==> src/rtl/rsa_pkg.sv <==
// Shared types, default parameters and helpers for the RSA multi-channel controller.
package rsa_pkg;

  localparam int unsigned DEF_NUM_CH = 4;
  localparam int unsigned DEF_WIDTH  = 8;
  localparam int unsigned DEF_TMO_W  = 16;

  typedef enum logic [1:0] {
    IDLE  = 2'd0,
    CLEAR = 2'd1,
    RUN   = 2'd2,
    DONE  = 2'd3
  } state_t;

  // Ceiling log2, minimum 1 so a select bus is never zero width.
  function automatic int unsigned clog2(input int unsigned v);
    int unsigned r;
    r = 1;
    for (int unsigned i = 1; i < 32; i++) begin
      if ((64'd1 << i) < 64'(v)) r = i + 1;
    end
    return r;
  endfunction

endpackage

==> src/rtl/rsa_mc_ctrl_if.sv <==
// Control/result link between the controller and the shared RSA core.
interface rsa_mc_ctrl_if #(
  parameter int unsigned NUM_CH = rsa_pkg::DEF_NUM_CH,
  parameter int unsigned WIDTH  = rsa_pkg::DEF_WIDTH
);
  localparam int unsigned SEL_W = rsa_pkg::clog2(NUM_CH);

  logic             core_en;
  logic             core_rstb;
  logic [SEL_W-1:0] core_sel;
  logic             core_eoc;
  logic [WIDTH-1:0] core_c;

  modport master (
    output core_en, core_rstb, core_sel,
    input  core_eoc, core_c
  );

  modport slave (
    input  core_en, core_rstb, core_sel,
    output core_eoc, core_c
  );
endinterface

==> src/rtl/rsa_mc_ctrl_rr_arbiter.sv <==
// Round-robin pick of one pending channel, searching upward from ptr.
module rr_arbiter import rsa_pkg::*; #(
  parameter int unsigned NUM_CH = DEF_NUM_CH,
  localparam int unsigned SEL_W = clog2(NUM_CH)
) (
  input  logic [NUM_CH-1:0] req,
  input  logic [SEL_W-1:0]  ptr,
  output logic [NUM_CH-1:0] gnt,
  output logic [SEL_W-1:0]  idx
);

  // First requesting channel at or after ptr, wrapping modulo NUM_CH.
  always_comb begin
    int unsigned c;
    logic        found;
    gnt   = '0;
    idx   = '0;
    found = 1'b0;
    c     = 0;
    for (int unsigned i = 0; i < NUM_CH; i++) begin
      c = (32'(ptr) + i) % NUM_CH;
      if (!found && req[SEL_W'(c)]) begin
        found              = 1'b1;
        gnt[SEL_W'(c)]     = 1'b1;
        idx                = SEL_W'(c);
      end
    end
  end

endmodule

==> src/rtl/rsa_mc_ctrl.sv <==
// Multi-channel job controller sharing one RSA core between NUM_CH requesters.
module rsa_mc_ctrl import rsa_pkg::*; #(
  parameter int unsigned NUM_CH = DEF_NUM_CH,
  parameter int unsigned WIDTH  = DEF_WIDTH,
  parameter int unsigned TMO_W  = DEF_TMO_W
) (
  input  logic                    clk,
  input  logic                    rst,
  input  logic                    ena,
  input  logic [NUM_CH-1:0]       start,
  input  logic                    stop,
  input  logic [NUM_CH-1:0]       irq_mask,
  input  logic [NUM_CH-1:0]       irq_clr,
  input  logic [TMO_W-1:0]        tmo_cycles,
  rsa_mc_ctrl_if.master           core,
  output logic [NUM_CH*WIDTH-1:0] result,
  output logic [NUM_CH-1:0]       done,
  output logic [NUM_CH-1:0]       err,
  output logic                    busy,
  output logic                    irq
);

  localparam int unsigned SEL_W = clog2(NUM_CH);

  state_t             state, state_n;
  logic [NUM_CH-1:0]  pending, pend_n;
  logic [NUM_CH-1:0]  done_n, err_n;
  logic [WIDTH-1:0]   res_r [NUM_CH];
  logic [WIDTH-1:0]   res_n [NUM_CH];
  logic [SEL_W-1:0]   rr_ptr, rr_n;
  logic [SEL_W-1:0]   sel_r, sel_n;
  logic [TMO_W-1:0]   cnt, cnt_n;
  logic               core_en_r, core_en_n;
  logic               core_rstb_r, core_rstb_n;
  logic               busy_n, irq_n;
  logic [NUM_CH-1:0]  accept;
  logic               tmo_hit;
  logic [NUM_CH-1:0]  arb_gnt;
  logic [SEL_W-1:0]   arb_idx;

  rr_arbiter #(.NUM_CH(NUM_CH)) u_arb (
    .req (pending),
    .ptr (rr_ptr),
    .gnt (arb_gnt),
    .idx (arb_idx)
  );

  assign tmo_hit = (tmo_cycles != '0) && (cnt == tmo_cycles - TMO_W'(1));

  // Next-state, per-channel flag and registered-output computation.
  always_comb begin
    state_n     = state;
    pend_n      = pending;
    done_n      = done;
    err_n       = err;
    res_n       = res_r;
    rr_n        = rr_ptr;
    sel_n       = sel_r;
    cnt_n       = cnt;
    accept      = '0;

    // Clears first so that a same-cycle set below takes priority.
    done_n = done_n & ~irq_clr;
    err_n  = err_n & ~irq_clr;

    if (stop) begin
      pend_n  = '0;
      state_n = IDLE;
    end else begin
      // The granted channel stays pending until it finishes, so this also blocks restarts of it.
      accept = start & ~pending;
      pend_n = pend_n | accept;
      done_n = done_n & ~accept;
      err_n  = err_n & ~accept;

      if (ena) begin
        case (state)
          IDLE: begin
            if (|arb_gnt) begin
              sel_n   = arb_idx;
              rr_n    = SEL_W'((32'(arb_idx) + 1) % NUM_CH);
              state_n = CLEAR;
            end
          end
          CLEAR: begin
            cnt_n   = '0;
            state_n = RUN;
          end
          RUN: begin
            if (core.core_eoc) begin
              res_n[sel_r]  = core.core_c;
              done_n[sel_r] = 1'b1;
              pend_n[sel_r] = 1'b0;
              state_n       = DONE;
            end else if (tmo_hit) begin
              err_n[sel_r]  = 1'b1;
              pend_n[sel_r] = 1'b0;
              state_n       = DONE;
            end else begin
              cnt_n = cnt + TMO_W'(1);
            end
          end
          DONE: state_n = IDLE;
          default: state_n = IDLE;
        endcase
      end
    end

    core_en_n   = (state_n == RUN) && ena;
    core_rstb_n = (state_n != CLEAR);
    busy_n      = (state_n != IDLE);
    irq_n       = |((done | err) & ~irq_mask);
  end

  // State and output registers.
  always_ff @(posedge clk) begin
    if (rst) begin
      state       <= IDLE;
      pending     <= '0;
      done        <= '0;
      err         <= '0;
      res_r       <= '{default: '0};
      rr_ptr      <= '0;
      sel_r       <= '0;
      cnt         <= '0;
      core_en_r   <= 1'b0;
      core_rstb_r <= 1'b0;
      busy        <= 1'b0;
      irq         <= 1'b0;
    end else begin
      state       <= state_n;
      pending     <= pend_n;
      done        <= done_n;
      err         <= err_n;
      res_r       <= res_n;
      rr_ptr      <= rr_n;
      sel_r       <= sel_n;
      cnt         <= cnt_n;
      core_en_r   <= core_en_n;
      core_rstb_r <= core_rstb_n;
      busy        <= busy_n;
      irq         <= irq_n;
    end
  end

  assign core.core_en   = core_en_r;
  assign core.core_rstb = core_rstb_r;
  assign core.core_sel  = sel_r;

  for (genvar g = 0; g < NUM_CH; g++) begin : g_res
    assign result[g*WIDTH +: WIDTH] = res_r[g];
  end

endmodule
==> src/flat_wrapper.sv <==
// flat-port wrapper written by rule: the top's interface ports become plain ports
module rsa_mc_ctrl_flat import rsa_pkg::*;
#(
  parameter int unsigned NUM_CH = DEF_NUM_CH,
  parameter int unsigned WIDTH  = DEF_WIDTH,
  parameter int unsigned TMO_W  = DEF_TMO_W
)
  (clk, rst, ena, start, stop, irq_mask, irq_clr, tmo_cycles, result, done, err, busy, irq, core_core_en, core_core_rstb, core_core_sel, core_core_eoc, core_core_c);
  rsa_mc_ctrl_if #(.NUM_CH(NUM_CH), .WIDTH(WIDTH)) core_i ();
  input  logic clk;
  input  logic rst;
  input  logic ena;
  input  logic [NUM_CH-1:0] start;
  input  logic stop;
  input  logic [NUM_CH-1:0] irq_mask;
  input  logic [NUM_CH-1:0] irq_clr;
  input  logic [TMO_W-1:0] tmo_cycles;
  output logic [NUM_CH*WIDTH-1:0] result;
  output logic [NUM_CH-1:0] done;
  output logic [NUM_CH-1:0] err;
  output logic busy;
  output logic irq;
  output wire logic [$bits(core_i.core_en)-1:0] core_core_en;
  output wire logic [$bits(core_i.core_rstb)-1:0] core_core_rstb;
  output wire logic [$bits(core_i.core_sel)-1:0] core_core_sel;
  input wire logic [$bits(core_i.core_eoc)-1:0] core_core_eoc;
  input wire logic [$bits(core_i.core_c)-1:0] core_core_c;
  assign core_core_en = core_i.core_en;
  assign core_core_rstb = core_i.core_rstb;
  assign core_core_sel = core_i.core_sel;
  assign core_i.core_eoc = core_core_eoc;
  assign core_i.core_c = core_core_c;
  rsa_mc_ctrl #(.NUM_CH(NUM_CH), .WIDTH(WIDTH), .TMO_W(TMO_W)) u_core (.clk(clk), .rst(rst), .ena(ena), .start(start), .stop(stop), .irq_mask(irq_mask), .irq_clr(irq_clr), .tmo_cycles(tmo_cycles), .core(core_i), .result(result), .done(done), .err(err), .busy(busy), .irq(irq));
endmodule
==> config.mk <==
export PLATFORM = sky130hd
export DESIGN_NAME = rsa_mc_ctrl_flat
export DESIGN_NICKNAME = d
export VERILOG_FILES = /design/src/rtl/rsa_pkg.sv /design/src/rtl/rsa_mc_ctrl_if.sv /design/src/rtl/rsa_mc_ctrl_rr_arbiter.sv /design/src/rtl/rsa_mc_ctrl.sv /design/src/flat_wrapper.sv
export SDC_FILE = /design/constraint.sdc
export NUM_CORES = 1
export LEC_CHECK = 0
export ABC_AREA = 0
export ABC_CLOCK_PERIOD_IN_PS = 3800
export CORE_ASPECT_RATIO = 0.8
export CORE_MARGIN = 3
export CORE_UTILIZATION = 50
export DETAILED_ROUTE_END_ITERATION = 12
export PLACE_DENSITY = 0.8
export REMOVE_ABC_BUFFERS = 1
export SETUP_SLACK_MARGIN = 0.1
export SYNTH_ARGS = -nofsm -noshare
export SYNTH_HDL_FRONTEND = slang
export SYNTH_SLANG_ARGS = --single-unit
==> constraint.sdc <==
create_clock -name clk -period 3.8 [get_ports clk]
set_input_delay 0.38 -clock clk [delete_from_list [all_inputs] [get_ports clk]]
set_output_delay 0.38 -clock clk [all_outputs]
set_load 0.005 [all_outputs]
Yosys cells after proc, flatten, opt, wreduce, memory -nomap -nowiden
Index checks and enable logic that the tools add are counted.
Widths: inputs -> output; s select.
{"block": "totals", "input_bits": 41, "word_cells": 140, "regBits": 70}
{"block": "classes", "eq_ne": 8, "reduce_logical": 24, "n_bitwise": 21, "n_mux": 54, "n_lt_le_gt_ge": 12, "addsub": 6}
{"op": "$mux 4", "count": 17}
{"op": "$bwmux 32", "count": 1}
{"op": "$mux 16", "count": 2}
{"op": "$pmux 16 s2", "count": 1}
{"op": "$and 4x4->4", "count": 7}
{"op": "$or 4x4->4", "count": 7}
{"op": "$not 4->4", "count": 5}
{"op": "$mux 2", "count": 9}
{"op": "$add 16x1->16 const B", "count": 1}
{"op": "$demux 8 s2", "count": 1}
{"op": "$eq 16x16->1", "count": 1}
{"op": "$reduce_bool 16->1", "count": 1}
{"op": "$sub 16x1->16 const B", "count": 1}
{"op": "$lt 2x3->1 const B", "count": 5}
{"op": "$mux 1", "count": 12}
{"op": "$logic_and 1x1->1", "count": 11}
{"op": "$demux 1 s2", "count": 5}
{"op": "$ge 2x1->1 const B", "count": 5}
{"op": "$bmux 1 s2", "count": 4}
{"op": "$mux 8", "count": 1}
{"op": "$pmux 2 s4", "count": 1}
{"op": "$reduce_and 4->1", "count": 2}
{"op": "$reduce_or 4->1", "count": 2}
{"op": "$eq 2x2->1 const B", "count": 3}
{"op": "other kinds (14)", "count": 20}

Depth between registers and ports, before layout
Gate-level depths: netlist of the first run.
{"block": "depth", "depth_word": 19, "depth_mapped": 12, "mapped_depth_nobuf": 10}

Hierarchy
From an unflattened synthesis of the first run, not the netlist that was laid out.
{"block": "unflattened", "hier_cells": 450, "hier_area_um2": 3983.8}
{"mod": "rsa_mc_ctrl", "area_each_um2": 3564.7, "n_inst": 1, "cells_per_inst": 404, "seq_area_each_um2": 1401.3}
{"mod": "rr_arbiter", "area_each_um2": 419.2, "n_inst": 1, "cells_per_inst": 46, "seq_area_each_um2": 0.0}

Worst setup path before layout of the first run
OpenSTA, ideal clock, no wires.
{"block": "synth_path", "path_kind": "input-to-reg", "startpoint": "input tmo_cycles[0]", "endpoint": "register u_core.core_rstb_r, in the netlist u_core.core.core_rstb", "setup_time_ps": 125, "required_time_ps": 3675, "arrival_time_ps": 2631, "cell_stages": 10, "slack_ps": 1043, "n_path_buf": 0, "cell_sequence": "inv_1 -> ha_1 -> or4b_4 -> or3_1 -> a22oi_1 -> nand4_1 -> a211o_4 -> o211ai_2 -> a21oi_2 -> o41a_1"}
{"block": "synth_via", "elab_chain_len": 9}
{"element": "start, declared", "line": "flat_wrapper.sv:17", "rtl": "input logic [TMO_W-1:0] tmo_cycles;"}
{"element": "$sub 16x1->16", "line": "rsa_mc_ctrl.sv:48", "rtl": "assign tmo_hit = (tmo_cycles != '0) && (cnt == tmo_cycles - TMO_W'(1));"}
{"element": "$eq 16x16->1", "line": "rsa_mc_ctrl.sv:48"}
{"element": "$logic_and 1x1->1 *", "line": "rsa_mc_ctrl.sv:48"}
{"element": "$mux 2 *", "line": "rsa_mc_ctrl.sv:95", "rtl": "end else if (tmo_hit) begin"}
{"element": "$mux 2 *", "line": "rsa_mc_ctrl.sv:90", "rtl": "if (core.core_eoc) begin"}
{"element": "$pmux 2 s4 *", "line": "rsa_mc_ctrl.sv:77", "rtl": "case (state)"}
{"element": "$mux 2 *", "line": "rsa_mc_ctrl.sv:76", "rtl": "if (ena) begin"}
{"element": "$mux 2 *", "line": "rsa_mc_ctrl.sv:66", "rtl": "if (stop) begin"}
{"element": "$ne 2x1->1 *", "line": "rsa_mc_ctrl.sv:110", "rtl": "core_rstb_n = (state_n != CLEAR);"}
{"element": "end signal, assigned", "line": "rsa_mc_ctrl.sv:140", "rtl": "core_rstb_r <= core_rstb_n;"}
{"element": "end, declared", "line": "rsa_mc_ctrl.sv:34", "rtl": "logic core_rstb_r, core_rstb_n;"}
Mark *: on every way between the ends. The rest lies on a longest branch, timed or not.
A chain may end at the register's enable or synchronous reset.

Final worst setup path of the first run
{"block": "layout_path", "startpoint": "input tmo_cycles[0]", "endpoint": "register u_core.cnt[15]"}
{"block": "layout_via", "elab_chain_len": 5}
{"element": "$sub 16x1->16", "line": "rsa_mc_ctrl.sv:48"}
{"element": "$eq 16x16->1", "line": "rsa_mc_ctrl.sv:48"}
{"element": "$logic_and 1x1->1 *", "line": "rsa_mc_ctrl.sv:48"}
{"element": "$ne 2x2->1 (no line) *"}
{"element": "$reduce_and 5->1 (no line) *"}
{"element": "end signal, assigned", "line": "rsa_mc_ctrl.sv:138", "rtl": "cnt <= cnt_n;"}
{"element": "end, declared", "line": "rsa_mc_ctrl.sv:32", "rtl": "logic [TMO_W-1:0] cnt, cnt_n;"}
Marks and branches as above.

==> flow_summary_export.csv, run 1 <==
group,metric,value,unit
critical_path,r2r_slack,0.90,ns
critical_path,critical_path.max_fanout,14,
critical_path,cp_slowest_stage_delay,0.50,ns
route,first_iter_violations,226,
timing,period_share,85.3,%
grt,grt_pass1_wl,16900,µm
clocking,cts.sinks,70,
critical_path,start_kind,"primary input",
clocking,htreeDepth,3,
critical_path,worstPathRequired,4.07,ns
clocking,cts_root_buf,"clkbuf_8",
clocking,clkSlewWorstSetupHoldPaths,0.07,ns
power,p_leak,0.00176,µW
layout,fillers,574,
flow_run,maxCapViolCount,0,
critical_path,crit_type,"primary input to flip-flop",
grt,grt_pass1_vias,3507,
floorplanning,fp-row-count,27,
placed_design,portBuffers,86,
yosys,yosysWarnings,0,
timing,slew_viol_final,0,
hold_path,min_path_type,"flip-flop to flip-flop",
timing,tightestPinTransition,0.740,ns
floorplanning,ioPinCount,87,
yosys,synthFlopType,"dfxtp_1",
route,routed_wl,10200,µm
yosys,netlist_instances,433,
timing,setup_ws,0.560,ns
route,drc,0,
power,switching_share,25.9,%
placed_design,dp_slack,0.219,ns
placed_design,place_hpwl,7600,µm
yosys,synth_area_leaders,"dfxtp_1 38%, mux2i_1 10%, nor2_1 7.3%",
critical_path,slowest_stage,"or4b_4",
yosys,syn_area,3730,µm²
floorplanning,fp.dieW,103,µm
power,p_switching,405,µW
grt,grt_max_degree,48,
placed_design,place_congestion,0.957,
route,drtAntennaViolNets,0,
power,seqPwrFrac,48.3,%
layout,post-route-util,69.2,%
power,p_comb_share,13.2,%
floorplanning,initial_core_util,52.8,%
clocking,postCtsSetupBuffers,0,
timing,hold_viol,0,
timing,skew,0.0107,ns
timing,rsz0062_at_grt,"false",
clocking,clockBufferDepth,2,
layout,antenna-diode-count,0,
clocking,cts_resized,0,
yosys,synth-edff-count,0,
grt,antenna_found_initial,0,
layout,final_cells,612,
grt,grt_util_all_layers,24.6,%
power,ir_drop,231,µV
timing,fin_crit,3.24,ns
timing,setup_viol,0,
timing,fmax,0.309,GHz
grt,use_met1,33.1,%
critical_path,cpLargestDelayFamily,"compound AO/OA/AOI/OAI gates",
clocking,insertion_delay,0.35,ns
timing,relSlewSlack,50.5,%
route,dr_total_vias,3561,
layout,final_nets,574,
power,cell_internal_pwr,1160,µW
critical_path,arrival,3.51,ns
layout,most-common-layout-cells,"86 x clkdlybuf4s50_1, 72 x nor2_1, 70 x dfxtp_1",
layout,final_common_cell,"clkdlybuf4s50_1",
layout,final_area,4890,µm²
power,power_density,320,nW/µm²
critical_path,crit_buf_inv,2,
clocking,numCtsBuffers,9,
power,power.share.clock,38.4,%
grt,top_usage_layer,"met2",
grt,overflow,0,
timing,fin_setup_tns,0,ns
grt,use_met2,36.0,%
layout,area_growth,31.1,%
yosys,synthArstFlopShare,0,%
yosys,ys_ff_latch,70,
floorplanning,dieHeight,83.2,µm
yosys,yosysTopAreaCell,"dfxtp_1",
yosys,synth_top_area_share,37.6,%
clocking,holdBufCountCts,0,
route,vias_per_cell,5.82,
yosys,yosys.cell_types.count,55,
route,wl_per_cell,16.7,µm
floorplanning,dieArea,8530,µm²
run_status,outcome,"complete, no violations",
grt,grtUsageMet3,11.0,%
critical_path,worstPathCellList,"clkdlybuf4s50_1, inv_1, ha_1, or4b_4, or3_1, a22oi_1, nand4_1, a211o_4, o21ai_2, o21ai_0, a21oi_1",
critical_path,end_kind,"flip-flop",
route,drtPass1Iterations,5,
floorplanning,core-area,7060,µm²
layout,drive_above_1_share,6.67,%
placed_design,place_inst,597,
yosys,synth-seq-area-share,37.6,%
placed_design,dpl_cell_area,4690,µm²
yosys,avgSynthCellArea,8.61,µm²
clocking,cts_tree,"done",
worst reg2reg max path, delay by kind of cell (launching register included):
| kind | cells | cell delay, ns |
|---|---|---|
| AOI/OAI and AO/OA | 3 | 0.47 |
| adders and majority gates | 1 | 0.43 |
| buffers and inverters | 1 | 0.21 |
| DFF | 1 | 0.66 |
| muxes | 2 | 0.63 |
| and+or+nand+nor | 2 | 0.37 |
power groups by stage:
stage          combinational [µW]  sequential [µW]  clock [µW]
2_1_floorplan                 104              770           0
3_3_place_gp                  196              772           0
3_5_place_dp                  203              773           0
4_1_cts                       206              756         607
5_1_grt                       227              758         638
6_report                      207              756         601
state kept, by name, summed over array words and instances (netlist names):
name                   cells
u_core.pending             4
u_core.busy                1
u_core.err                 4
u_core.core.core_rstb      1
u_core.core.core_en        1
u_core.irq                 1
u_core.done                4
u_core.state               2
u_core.cnt                16
u_core.result             32
u_core.core.core_sel       2
u_core.rr_ptr              2
cells by family after synthesis:
kind of cell             after synthesis  synth area share, %
AO/OA/AOI/OAI                         86                 15.2
XOR/XNOR                              24                 5.64
adder cells (fa/ha/maj)               12                 4.03
buffers and inverters                 27                 2.82
flip-flops                            70                 37.6
multiplexers                          42                 12.3
AND/OR/NAND/NOR                      172                 22.4
worst paths after layout:
kind | from | to | cells past startpoint
setup / recovery | tmo_cycles[0] | u_core.cnt[15] | 11
hold / removal | u_core.err[2] | u_core.err[2] | 2
setup reg to reg | u_core.rr_ptr[0] | u_core.core.core_sel[0] | 9
hold reg to reg | u_core.err[2] | u_core.err[2] | 2
cell type report:
type / count / area, µm² / share of cell area, %
Clock buffer: 10 / 138 / 2.82
Inverter: 10 / 37.5 / 0.768
Sequential cell: 70 / 1400 / 28.7
Tap cell: 87 / 109 / 2.23
Timing Repair Buffer: 94 / 921 / 18.8
Multi-Input combinational cell: 336 / 2220 / 45.4
Clock inverter: 5 / 60.1 / 1.23
metrics by stage:
stage	power (µW)	hold WS (ns)
floorplan	874	0.449
finish	1560	0.482
CTS	1570	0.481
global route	1620	0.514
detailed placement	976	0.474
global placement	968	0.464
cells in the mapped netlist (all sizes together), types with 2 or more instances:
master	count
mux4	3
o22ai	3
inv	10
o311ai	2
mux2i	38
nor2b	3
nor4	4
nand3	16
nor4b	2
ha	12
buf	2
o211ai	8
or3	11
nand2	22
nand2b	6
and4	2
nor2	72
and2	4
o21ai	25
a211oi	4
dfxtp	70
nand4	6
clkbuf	15
xnor2	12
or4	4
o31ai	3
a31oi	3
xor2	12
a21oi	25
and3	6
nor3	10
per-layer routing:
| layer | part of all wire (%) | vias up |
|---|---|---|
| met2 | 45 | 113 |
| met5 | 0 | - |
| met1 | 45 | 1693 |
| met4 | 1.1 | 0 |
| li1 | - | 1740 |
| met3 | 9.0 | 15 |
Note: power is estimated with default switching activity, not from simulation.
==> run 2: changes to the inputs <==
ABC_CLOCK_PERIOD_IN_PS = 3900   (was 3800)
CORE_UTILIZATION = 54   (was 50)
PLACE_DENSITY = 0.85   (was 0.8)
clock period = 3.9 ns   (was 3.8 ns; I/O delays follow)
==> flow_summary_export.csv, run 2 (same netlist as run 1, synthesis figures left out) <==
group,metric,value,unit
run_status,outcome,"complete, no violations",
clocking,holdBufCountCts,0,
route,wl_per_cell,17.3,µm
timing,period_share,84.3,%
floorplanning,dieArea,7940,µm²
clocking,cts.sinks,70,
timing,setup_viol,0,
timing,skew,0.00925,ns
power,power_density,317,nW/µm²
layout,final_cells,610,
critical_path,reg2reg_from,"u_core.rr_ptr[0]",
layout,drive_above_1_share,7.03,%
timing,slew_viol_final,0,
clocking,numCtsBuffers,9,
placed_design,portBuffers,86,
layout,post-route-util,74.9,%
critical_path,worstPathCellList,"clkdlybuf4s50_1, inv_1, ha_1, or4b_4, or3_1, a22oi_1, nand4_1, a211o_4, o21ai_2, o21ai_0, a21oi_1",
critical_path,end_kind,"flip-flop",
layout,final_area,4900,µm²
critical_path,arrival,3.57,ns
critical_path,r2r_end,"u_core.rr_ptr[0]",
layout,final_common_cell,"clkdlybuf4s50_1",
grt,antenna_found_initial,0,
route,drc,0,
route,first_iter_violations,203,
timing,relSlewSlack,50.5,%
critical_path,crit_type,"primary input to flip-flop",
timing,hold_viol,0,
power,cell_internal_pwr,1140,µW
timing,fmax,0.304,GHz
grt,grt_max_degree,48,
power,ir_drop,226,µV
critical_path,crit_buf_inv,2,
critical_path,worstPathRequired,4.18,ns
grt,grt_pass1_vias,3582,
floorplanning,initial_core_util,57.0,%
power,p_leak,0.00176,µW
grt,overflow,0,
floorplanning,fp-row-count,26,
floorplanning,fp.dieW,98.9,µm
clocking,clkSlewWorstSetupHoldPaths,0.07,ns
critical_path,r2r_cells,9,
power,p_comb_share,13.0,%
layout,area_growth,31.4,%
grt,grt_util_all_layers,27.8,%
floorplanning,dieHeight,80.3,µm
power,p_switching,415,µW
power,seqPwrFrac,47.5,%
clocking,cts_resized,0,
critical_path,cp-endpoint,"u_core.cnt[4]",
timing,tightestPinTransition,0.740,ns
placed_design,place_hpwl,7700,µm
route,drtAntennaViolNets,0,
critical_path,cp.depth,11,
route,vias_per_cell,5.90,
critical_path,crit_path_start,"tmo_cycles[0]",
timing,rsz0062_at_grt,"false",
hold_path,min_path_type,"flip-flop to flip-flop",
route,dr_total_vias,3597,
layout,most-common-layout-cells,"86 x clkdlybuf4s50_1, 72 x nor2_1, 70 x dfxtp_1",
floorplanning,core-area,6540,µm²
placed_design,dp_slack,0.346,ns
critical_path,cpLargestDelayFamily,"compound AO/OA/AOI/OAI gates",
route,drtPass1Iterations,5,
floorplanning,ioPinCount,87,
placed_design,place_congestion,0.933,
grt,grt_pass1_wl,17700,µm
timing,fin_crit,3.29,ns
layout,final_nets,574,
power,power.share.clock,39.5,%
layout,largest_register_ffs,32,
clocking,postCtsSetupBuffers,0,
layout,antenna-diode-count,0,
route,routed_wl,10600,µm
placed_design,dpl_cell_area,4690,µm²
power,switching_share,26.7,%
clocking,insertion_delay,0.35,ns
timing,fin_setup_tns,0,ns
clocking,htreeDepth,3,
critical_path,r2r_slack,1.11,ns
clocking,cts_root_buf,"clkbuf_8",
timing,setup_ws,0.613,ns
critical_path,slowest_stage,"or4b_4",
clocking,cts_tree,"done",
critical_path,cp_slowest_stage_delay,0.51,ns
critical_path,start_kind,"primary input",
clocking,clockBufferDepth,2,
critical_path,critical_path.max_fanout,14,
placed_design,place_inst,594,
flow_run,maxCapViolCount,0,
[run 2: through the flow]
| step | hold WS (ns) | total power (µW) |
|---|---|---|
| final | 0.476 | 1550 |
| after global routing | 0.521 | 1610 |
| after CTS | 0.480 | 1560 |
| after detailed placement | 0.462 | 950 |
| after global placement | 0.461 | 943 |
| after floorplan | 0.455 | 851 |
[run 2: worst min path at each step]
stage,start,to,cells after the start,slack [ns]
6_report,u_core.err[2],u_core.err[2],2,0.48
3_3_place_gp,u_core.err[2],u_core.err[2],2,0.46
5_1_grt,u_core.err[0],u_core.err[0],2,0.52
2_1_floorplan,u_core.err[0],u_core.err[0],2,0.45
3_5_place_dp,u_core.err[2],u_core.err[2],2,0.46
4_1_cts,u_core.err[2],u_core.err[2],2,0.48
[run 2: metal layers]
layer	vias to the layer above	part of all wire, %	wire (µm)	GRT usage [%]
met4	0	1.2	125	6.55
met3	14	7.9	833	8.94
met1	1727	45	4740	36.6
li1	1745	-	-	-
met2	111	46	4870	44.5
met5	-	0	0	0
[run 2: cell type report]
class	instances	area, µm²
sequential	70	1400
timing repair buffer	94	921
clock inverter	6	68.8
clock buffer	10	138
fill	484	1640
multi-input combinational	336	2230
tap	84	105
inverter	10	37.5
[run 2: power by group through the flow]
stage / registers (µW) / clock network (µW) / logic, µW
after floorplan: 750 / 0 / 101
after global placement: 752 / 0 / 191
after detailed placement: 753 / 0 / 197
after CTS: 737 / 620 / 200
after global routing: 739 / 652 / 223
final: 737 / 614 / 202
[run 2: worst min-delay path, delay by kind of cell (launching register included)]
kind	cells	cell delay [ns]
DFF	1	0.33
and+or+nand+nor	1	0.06
AOI/OAI and AO/OA	1	0.05
